`src/rtl/anim_pkg.sv`:
```
// rtl/anim_pkg.sv - shared state encoding and default widths for the animation sequencer
//
// Purpose : common types for anim_sequencer and its bench.
// Contents: anim_state_e (IDLE, SHOW, WAIT, DONE), ANIM_FRAME_W, ANIM_HOLD_W.
package anim_pkg;

    typedef enum logic [1:0] {
        IDLE = 2'd0,
        SHOW = 2'd1,
        WAIT = 2'd2,
        DONE = 2'd3
    } anim_state_e;

    localparam int ANIM_FRAME_W = 4;
    localparam int ANIM_HOLD_W  = 8;

endpackage

```
`src/rtl/anim_sequencer_if.sv`:
```
// rtl/anim_sequencer_if.sv - frame index handshake between sequencer and sprite fetch
//
// Purpose : carries the frame index with a valid/ready handshake.
// Signals : frame_idx   - frame index presented by the sequencer
//           frame_valid - frame_idx is new and awaits acceptance
//           frame_ready - sprite-fetch stage accepts frame_idx
// Modports: master (sequencer side), slave (sprite-fetch side).
interface anim_sequencer_if #(
    parameter int FRAME_W = anim_pkg::ANIM_FRAME_W
) ();

    logic [FRAME_W-1:0] frame_idx;
    logic               frame_valid;
    logic               frame_ready;

    modport master (
        output frame_idx,
        output frame_valid,
        input  frame_ready
    );

    modport slave (
        input  frame_idx,
        input  frame_valid,
        output frame_ready
    );

endinterface

```
`src/rtl/anim_sequencer_tick_detect.sv`:
```
// rtl/anim_sequencer_tick_detect.sv - change detector turning a free-running count into tick pulses
//
// Purpose : flags every cycle in which the count differs from its value one
//           cycle earlier. Any change counts, including a wrap to zero.
// Ports   : clk, rst (async, active high)
//           cnt_in - free-running count from the counter stage
//           tick   - high for each cycle in which cnt_in changed
module tick_change_detect #(
    parameter int CNT_W = 32
) (
    input  logic             clk,
    input  logic             rst,
    input  logic [CNT_W-1:0] cnt_in,
    output logic             tick
);

    logic [CNT_W-1:0] hist_q;
    logic [CNT_W-1:0] hist_d;

    // History follows the count every cycle, whatever the consumer is doing.
    always_comb begin
        hist_d = cnt_in;
    end

    always_ff @(posedge clk or posedge rst) begin
        if (rst) begin
            hist_q <= '0;
        end else begin
            hist_q <= hist_d;
        end
    end

    assign tick = (cnt_in != hist_q);

endmodule

```
`src/rtl/anim_sequencer.sv`:
```
// rtl/anim_sequencer.sv - steps animation frames on counter ticks and hands them to sprite fetch
//
// Purpose : shows frame 0..num_frames, holding each for max(hold_ticks,1)
//           ticks after the renderer accepts it; plays once or loops.
// Ports   : clk, rst (async, active high)
//           tick_cnt   - prescaled count; any change is one tick
//           start/stop - one-cycle playback requests (stop wins)
//           loop_en, num_frames, hold_ticks - sampled on start and on each advance
//           frm        - master side of the frame handshake
//           busy       - high outside IDLE
//           done       - one-cycle pulse at the end of a play-once sequence
// Option  : ANIM_PINGPONG_EN adds input pingpong for back-and-forth playback.
module anim_sequencer
    import anim_pkg::*;
#(
    parameter int FRAME_W = ANIM_FRAME_W,
    parameter int HOLD_W  = ANIM_HOLD_W
) (
    input  logic               clk,
    input  logic               rst,
    input  logic [31:0]        tick_cnt,
    input  logic               start,
    input  logic               stop,
    input  logic               loop_en,
    input  logic [FRAME_W-1:0] num_frames,
    input  logic [HOLD_W-1:0]  hold_ticks,
`ifdef ANIM_PINGPONG_EN
    input  logic               pingpong,
`endif
    anim_sequencer_if.master   frm,
    output logic               busy,
    output logic               done
);

    anim_state_e        state_q, state_d;
    logic [FRAME_W-1:0] frame_idx_q, frame_idx_d;
    logic               frame_valid_q, frame_valid_d;
    logic               busy_q, busy_d;
    logic               done_q, done_d;
    logic [HOLD_W-1:0]  hold_cnt_q, hold_cnt_d;
    logic [HOLD_W-1:0]  hold_cfg_q, hold_cfg_d;

    logic               tick;
    logic [HOLD_W-1:0]  hold_target;
    logic [HOLD_W:0]    hold_next;
    logic [FRAME_W-1:0] adv_idx;
    anim_state_e        adv_state;

`ifdef ANIM_PINGPONG_EN
    logic               dir_q, dir_d, adv_dir;
`endif

    tick_change_detect #(
        .CNT_W (32)
    ) u_tick_detect (
        .clk    (clk),
        .rst    (rst),
        .cnt_in (tick_cnt),
        .tick   (tick)
    );

    // A hold of zero would never match the incremented count, so it becomes one.
    assign hold_target = (hold_cfg_q == '0) ? {{(HOLD_W-1){1'b0}}, 1'b1} : hold_cfg_q;
    assign hold_next   = {1'b0, hold_cnt_q} + {{HOLD_W{1'b0}}, 1'b1};

    // Where the sequence goes once the current frame's hold expires. The
    // last-frame test precedes the increment, so frame_idx never overflows.
    always_comb begin
        adv_idx   = frame_idx_q;
        adv_state = SHOW;
`ifdef ANIM_PINGPONG_EN
        adv_dir   = dir_q;
        if (dir_q) begin
            if (frame_idx_q != '0) begin
                adv_idx = frame_idx_q - 1'b1;
            end else if (loop_en) begin
                // Turn around at frame 0; frame 0 itself is not repeated.
                adv_dir = 1'b0;
                adv_idx = (num_frames != '0) ? {{(FRAME_W-1){1'b0}}, 1'b1} : '0;
            end else begin
                adv_state = DONE;
            end
        end else if (frame_idx_q < num_frames) begin
            adv_idx = frame_idx_q + 1'b1;
        end else if (pingpong && (num_frames != '0)) begin
            adv_dir = 1'b1;
            adv_idx = frame_idx_q - 1'b1;
        end else if (loop_en) begin
            adv_idx = '0;
        end else begin
            adv_state = DONE;
        end
`else
        if (frame_idx_q < num_frames) begin
            adv_idx = frame_idx_q + 1'b1;
        end else if (loop_en) begin
            adv_idx = '0;
        end else begin
            adv_state = DONE;
        end
`endif
    end

    always_comb begin
        state_d       = state_q;
        frame_idx_d   = frame_idx_q;
        frame_valid_d = frame_valid_q;
        hold_cnt_d    = hold_cnt_q;
        hold_cfg_d    = hold_cfg_q;
        done_d        = 1'b0;
`ifdef ANIM_PINGPONG_EN
        dir_d         = dir_q;
`endif
        if ((state_q != IDLE) && stop) begin
            // Abort keeps the current index and suppresses the done pulse.
            state_d       = IDLE;
            frame_valid_d = 1'b0;
        end else begin
            case (state_q)
                IDLE: begin
                    if (start) begin
                        state_d       = SHOW;
                        frame_idx_d   = '0;
                        frame_valid_d = 1'b1;
                        hold_cnt_d    = '0;
                        hold_cfg_d    = hold_ticks;
`ifdef ANIM_PINGPONG_EN
                        dir_d         = 1'b0;
`endif
                    end
                end
                SHOW: begin
                    // Ticks here are ignored: a stalled renderer stretches the frame.
                    if (frm.frame_ready) begin
                        state_d       = WAIT;
                        frame_valid_d = 1'b0;
                        hold_cnt_d    = '0;
                    end
                end
                WAIT: begin
                    if (tick) begin
                        hold_cnt_d = hold_next[HOLD_W-1:0];
                        if (hold_next == {1'b0, hold_target}) begin
                            state_d       = adv_state;
                            frame_idx_d   = adv_idx;
                            frame_valid_d = (adv_state == SHOW);
                            done_d        = (adv_state == DONE);
                            hold_cfg_d    = hold_ticks;
`ifdef ANIM_PINGPONG_EN
                            dir_d         = adv_dir;
`endif
                        end
                    end
                end
                DONE: begin
                    state_d = IDLE;
                end
                default: begin
                    state_d = IDLE;
                end
            endcase
        end
        busy_d = (state_d != IDLE);
    end

    always_ff @(posedge clk or posedge rst) begin
        if (rst) begin
            state_q       <= IDLE;
            frame_idx_q   <= '0;
            frame_valid_q <= 1'b0;
            busy_q        <= 1'b0;
            done_q        <= 1'b0;
            hold_cnt_q    <= '0;
            hold_cfg_q    <= '0;
`ifdef ANIM_PINGPONG_EN
            dir_q         <= 1'b0;
`endif
        end else begin
            state_q       <= state_d;
            frame_idx_q   <= frame_idx_d;
            frame_valid_q <= frame_valid_d;
            busy_q        <= busy_d;
            done_q        <= done_d;
            hold_cnt_q    <= hold_cnt_d;
            hold_cfg_q    <= hold_cfg_d;
`ifdef ANIM_PINGPONG_EN
            dir_q         <= dir_d;
`endif
        end
    end

    assign frm.frame_idx   = frame_idx_q;
    assign frm.frame_valid = frame_valid_q;
    assign busy            = busy_q;
    assign done            = done_q;

endmodule

```
`src/flat_wrapper.sv`:
```
// flat-port wrapper written by rule: the top's interface ports become plain ports
module anim_sequencer_flat import anim_pkg::*;
#(
    parameter int FRAME_W = ANIM_FRAME_W,
    parameter int HOLD_W  = ANIM_HOLD_W
)
  (clk, rst, tick_cnt, start, stop, loop_en, num_frames, hold_ticks, busy, done, frm_frame_idx, frm_frame_valid, frm_frame_ready);
  anim_sequencer_if #(.FRAME_W(FRAME_W)) frm_i ();
  input  logic clk;
  input  logic rst;
  input  logic [31:0] tick_cnt;
  input  logic start;
  input  logic stop;
  input  logic loop_en;
  input  logic [FRAME_W-1:0] num_frames;
  input  logic [HOLD_W-1:0] hold_ticks;
  output logic busy;
  output logic done;
  output wire logic [$bits(frm_i.frame_idx)-1:0] frm_frame_idx;
  output wire logic [$bits(frm_i.frame_valid)-1:0] frm_frame_valid;
  input wire logic [$bits(frm_i.frame_ready)-1:0] frm_frame_ready;
  assign frm_frame_idx = frm_i.frame_idx;
  assign frm_frame_valid = frm_i.frame_valid;
  assign frm_i.frame_ready = frm_frame_ready;
  anim_sequencer #(.FRAME_W(FRAME_W), .HOLD_W(HOLD_W)) u_core (.clk(clk), .rst(rst), .tick_cnt(tick_cnt), .start(start), .stop(stop), .loop_en(loop_en), .num_frames(num_frames), .hold_ticks(hold_ticks), .frm(frm_i), .busy(busy), .done(done));
endmodule
```
`config.mk`:
```
export PLATFORM = sky130hd
export DESIGN_NAME = anim_sequencer_flat
export DESIGN_NICKNAME = d
export VERILOG_FILES = /design/src/rtl/anim_pkg.sv /design/src/rtl/anim_sequencer_if.sv /design/src/rtl/anim_sequencer_tick_detect.sv /design/src/rtl/anim_sequencer.sv /design/src/flat_wrapper.sv
export SDC_FILE = /design/constraint.sdc
export NUM_CORES = 1
export LEC_CHECK = 0
export ABC_CLOCK_PERIOD_IN_PS = 2700
export CORE_AREA = 2 2 85 87
export CTS_CLUSTER_SIZE = 12
export DETAILED_ROUTE_END_ITERATION = 16
export DIE_AREA = 0 0 87 89
export GPL_ROUTABILITY_DRIVEN = 0
export PLACE_DENSITY = 0.62
export SETUP_SLACK_MARGIN = 0.4
export SYNTH_ARGS = -nofsm -noshare
export SYNTH_HDL_FRONTEND = slang
export SYNTH_SLANG_ARGS = --single-unit
```
`constraint.sdc`:
```
create_clock -name clk -period 2.7 [get_ports clk]
set_input_delay 0.81 -clock clk [delete_from_list [all_inputs] [get_ports clk]]
set_output_delay 0.81 -clock clk [all_outputs]
set_load 0.1 [all_outputs]
```
==> results.md <==
Run status:
- The flow ran to the end, and the final reports show no timing, DRC or antenna violations.

Setup path:
- Of all nets on the critical path, the largest fanout is 4.
- The kind of cell adding the most delay to the critical path is simple AND/OR/NAND/NOR gates.
- STA puts the critical path data arrival time at about 2.6 ns.
- Counting buffers and inverters, the worst setup path is 7 cells deep.
- The delay of the slowest cell on the worst path is 0.42 ns.
- The cell count of the worst reg-to-reg path is 7.
- The critical path required time is 2.92 ns.
- The number of buffers and inverters on the critical path is 0.
- STA classifies the critical path startpoint as a flip-flop.
- Traced cell by cell, the critical path runs through nor4_2 -> a21oi_1 -> or3_1 -> a32oi_2 -> nand2_2 -> o31ai_4 -> mux2_4.
- The element type at the critical path end is a flip-flop.
- The startpoint of the lowest-slack register-to-register path is u_core.hold_cfg_q[7].
- The flop-to-flop setup slack is 0.30 ns.
- The slowest stage of the critical path is the o31ai_4 cell.
- In this run the critical register-to-register path is captured at u_core.hold_cfg_q[5].
- The category of the critical setup timing path is reg2reg.

Hold path:
- In this run the most critical hold path is launched from u_core.hold_cfg_q[0].
- The end point of the worst hold path is u_core.hold_cfg_q[0].
- Counting instances, the worst hold path has a depth of 1.
- The min-delay analysis places its worst path in the category reg2reg.

Synth:
- Summed over all instances, the cell type with the most area after synthesis is dfrtp_1.
- The number of warning messages in the yosys log is 0.
- Dividing the synthesized area by the synthesized cell count gives about 11 um2.
- The number of nets handed over by synthesis was 296.
- The number of different library cells used by synthesis comes to 38.
- The share of the Yosys chip area taken by registers is 0.531.
- The number of instances in the synthesized netlist is 241.
- The fraction of post-synthesis cell area in the top cell type by area is 0.531.
- Summing every instance area after synthesis gives about 2700 um2.
- In this run, synthesis produced a sequential element count of 57.
- By area the synthesized netlist is led by dfrtp_1 53%, xnor2_1 12%, mux2_2 3.8%.

Clock network:
- The quantity of hold-fixing buffers added after cts is 0.
- The maximum number of buffers from clock root to sink is 2.
- The number of sinks driven by the clock tree is 57.
- TritonCTS created 9 clock buffers.
- The H-tree generated during clock tree synthesis spans 3 levels.
- The insertion delay of the later-clocked pin in the worst-skew pair is 0.34 ns.
- The tree is rooted in a clkbuf_8.
- The CTS tree is done.
- The clock-pin slew of the registers on the worst-case setup and hold paths is about 0.07 ns.

Pwr:
- The post-layout total power is 0.00258 W.
- IR analysis of the VDD net gives a maximum drop of 0.479 mV.
- Dividing total power by cell area gives a power density of 654 nW/um2.
- The leakage power is roughly 1.7 nW.

Place:
- Counting tap cells, the placed design contains a total of 388 instances.
- The HPWL after detailed placement is 4230 um.
- Input and output buffers added on the ports amount to 56.
- The pre-CTS setup slack is -0.434 ns.

Die:
- The die is 87 um wide.
- From bottom edge to top edge, the die measures 89 um.
- The boundary pin count is 57.
- The floorplan step defined a core boundary enclosing roughly 6700 um2.
- The floorplan has 30 rows.
- The starting density of the core is 0.399.
- The die covers roughly 7700 um2.

Routing:
- The pre-antenna-repair detailed-routing pass consisted of 4 iterations.
- The total via count in the routed design is 2,122.
- In this run, the number of DRC markers left after iteration 0 of detailed routing was 62.
- The final layout contains routed wiring with a total length of 6250 um.
- The residual antenna-violating net count after detailed routing is 0.
- The via-per-instance ratio is roughly 5.
- In the final routed layout, each cell accounts on average for roughly 15 um.
- The detailed-route DRC error count is 0.

GRT:
- The first global-routing pass estimated 10,500 um of wire.
- Entering global routing, the biggest net connects 26 pins.
- The total congestion overflow is 0.
- The via count of the first global-routing pass is 2,199.
- The initial antenna violation count was 0.
- The global-route usage over all layers is 0.178.

STA:
- Setup repair after global routing could not meet its margin everywhere.
- Measured against its own limit, the worst slew margin works out to 0.645.
- Setup total negative slack on the finished layout was measured at 0 ns.
- The final number of max-transition violations was 0.
- On the final layout, the worst clock skew is 0.0108 ns.
- Setup violations remaining at the end of the flow were counted as 0.
- Hold is met by ~0.54 ns.
- In the post-route analysis, the smallest setup slack over all paths is 0.300 ns.
- The final hold violation count is 0.
- The transition time of the tightest slew-check pin is around 0.53 ns.
- The shortest clock period the worst path allows after layout is 2.40 ns.
- For this run, the top clock speed supported by timing is 417 MHz.
- In the finished design, the share of the clock period the worst path needs comes to 0.889.

Layout:
- The area growth from synthesis to layout is 46.9%.
- For this run, the number of standard cells in the final layout without fillers is about 420.
- In the final layout, the share of cells above drive strength 1 is 0.388.
- The repair_antennas step left the layout with diodes totalling 0.
- The library cell used most frequently in the layout, excluding fill and tap cells, is dfrtp_1.
- In the layout the commonest cells are 54 x dfrtp_1, 34 x buf_4, 23 x xnor2_1, 18 x buf_2, 16 x clkdlybuf4s50_1.
- The total number of nets in the final design is about 390.

Run:
- Max-cap violations in this run came to 0.
[power by group]
group | total, W | switching (W) | internal (W)
Combinational | 0.000641 | 0.000314 | 0.000327
Sequential | 0.00108 | 0.000126 | 0.000950
Clock | 0.000861 | 0.000342 | 0.000518
Total | 0.00258 | 0.000782 | 0.00180
[sequential cells by signal (all words and copies together) (netlist names)]
signal                       cells
u_core.frm.frame_valid           1
u_core.hold_cfg_q                8
u_core.u_tick_detect.hist_q     32
u_core.hold_cnt_q                8
u_core.done                      1
u_core.state_q                   2
u_core.frm.frame_idx             4
u_core.busy                      1
[through the flow]
| stage | util | area [um2] |
|---|---|---|
| 2_1_floorplan | - | 2730 |
| 4_1_cts | 0.574 | 3850 |
| 5_1_grt | 0.587 | 3940 |
| 6_report | 0.587 | 3940 |
| 3_3_place_gp | 0.519 | 3490 |
| 3_5_place_dp | 0.519 | 3490 |
[layout make-up]
class                      instances  area, um2
fill                             602       2780
multi-input combinational        169       1500
sequential                        57       1430
timing repair buffer              86        667
clock buffer                      11        131
tap                               80        100
clock inverter                     5       80.1
inverter                          10       37.5
[cell families after synthesis]
logic type	Yosys count	synth area share
simple gates	62	0.124
xor+xnor	41	0.134
buf+inv	16	0.0238
fa+ha+maj	5	0.0233
flops	57	0.531
compound gates	51	0.125
mux	9	0.0378
[per-layer routing]
| metal | vias up | global-route usage | part of all wire |
|---|---|---|---|
| met5 | - | 0 | 0 |
| met4 | 0 | 0.0810 | 0.012 |
| met3 | 8 | 0.0323 | 0.042 |
| met2 | 54 | 0.288 | 0.49 |
| met1 | 1009 | 0.233 | 0.46 |
| li1 | 1051 | - | - |
[what timing repair did]
| item | CTS | global route |
|---|---|---|
| gates resized for setup | 115 | 55 |
| setup buffers | 11 | 2 |
| pin swaps | 37 | 27 |
| endpoints found under the setup margin | 24 | 19 |
| gates cloned | 1 | 0 |
[synthesized netlist by cell type, drive strengths merged]
library cell,number
dfrtp,57
xnor2,37
a21oi,13
nor2,12
o21ai,11
inv,10
nand4,10
mux2,9
nand2,9
nand3,7
a31oi,5
ha,5
o21a,5
nor3,4
nor4,4
o211ai,4
or3,4
xor2,4
a21o,3
and3,3
buf,3
clkbuf,3
nor2b,3
nand3b,2
o22ai,2
o41ai,2
a211o,1
a211oi,1
a32o,1
a32oi,1
and2,1
and4,1
nand2b,1
o311ai,1
o31ai,1
or2,1
[how the worst max path moves through the flow]
| stage | to | slack (ns) | start |
|---|---|---|---|
| floorplan | u_core.hold_cfg_q[1] | 0.34 | tick_cnt[0] |
| global placement | u_core.hold_cfg_q[4] | -0.36 | tick_cnt[29] |
| detailed placement | u_core.hold_cfg_q[6] | -0.43 | tick_cnt[29] |
| CTS | u_core.hold_cfg_q[6] | 0.35 | u_core.hold_cfg_q[7] |
| global route | u_core.hold_cfg_q[5] | 0.17 | u_core.hold_cfg_q[7] |
| finish | u_core.hold_cfg_q[5] | 0.30 | u_core.hold_cfg_q[7] |
Power figures use the tool's default switching activity.
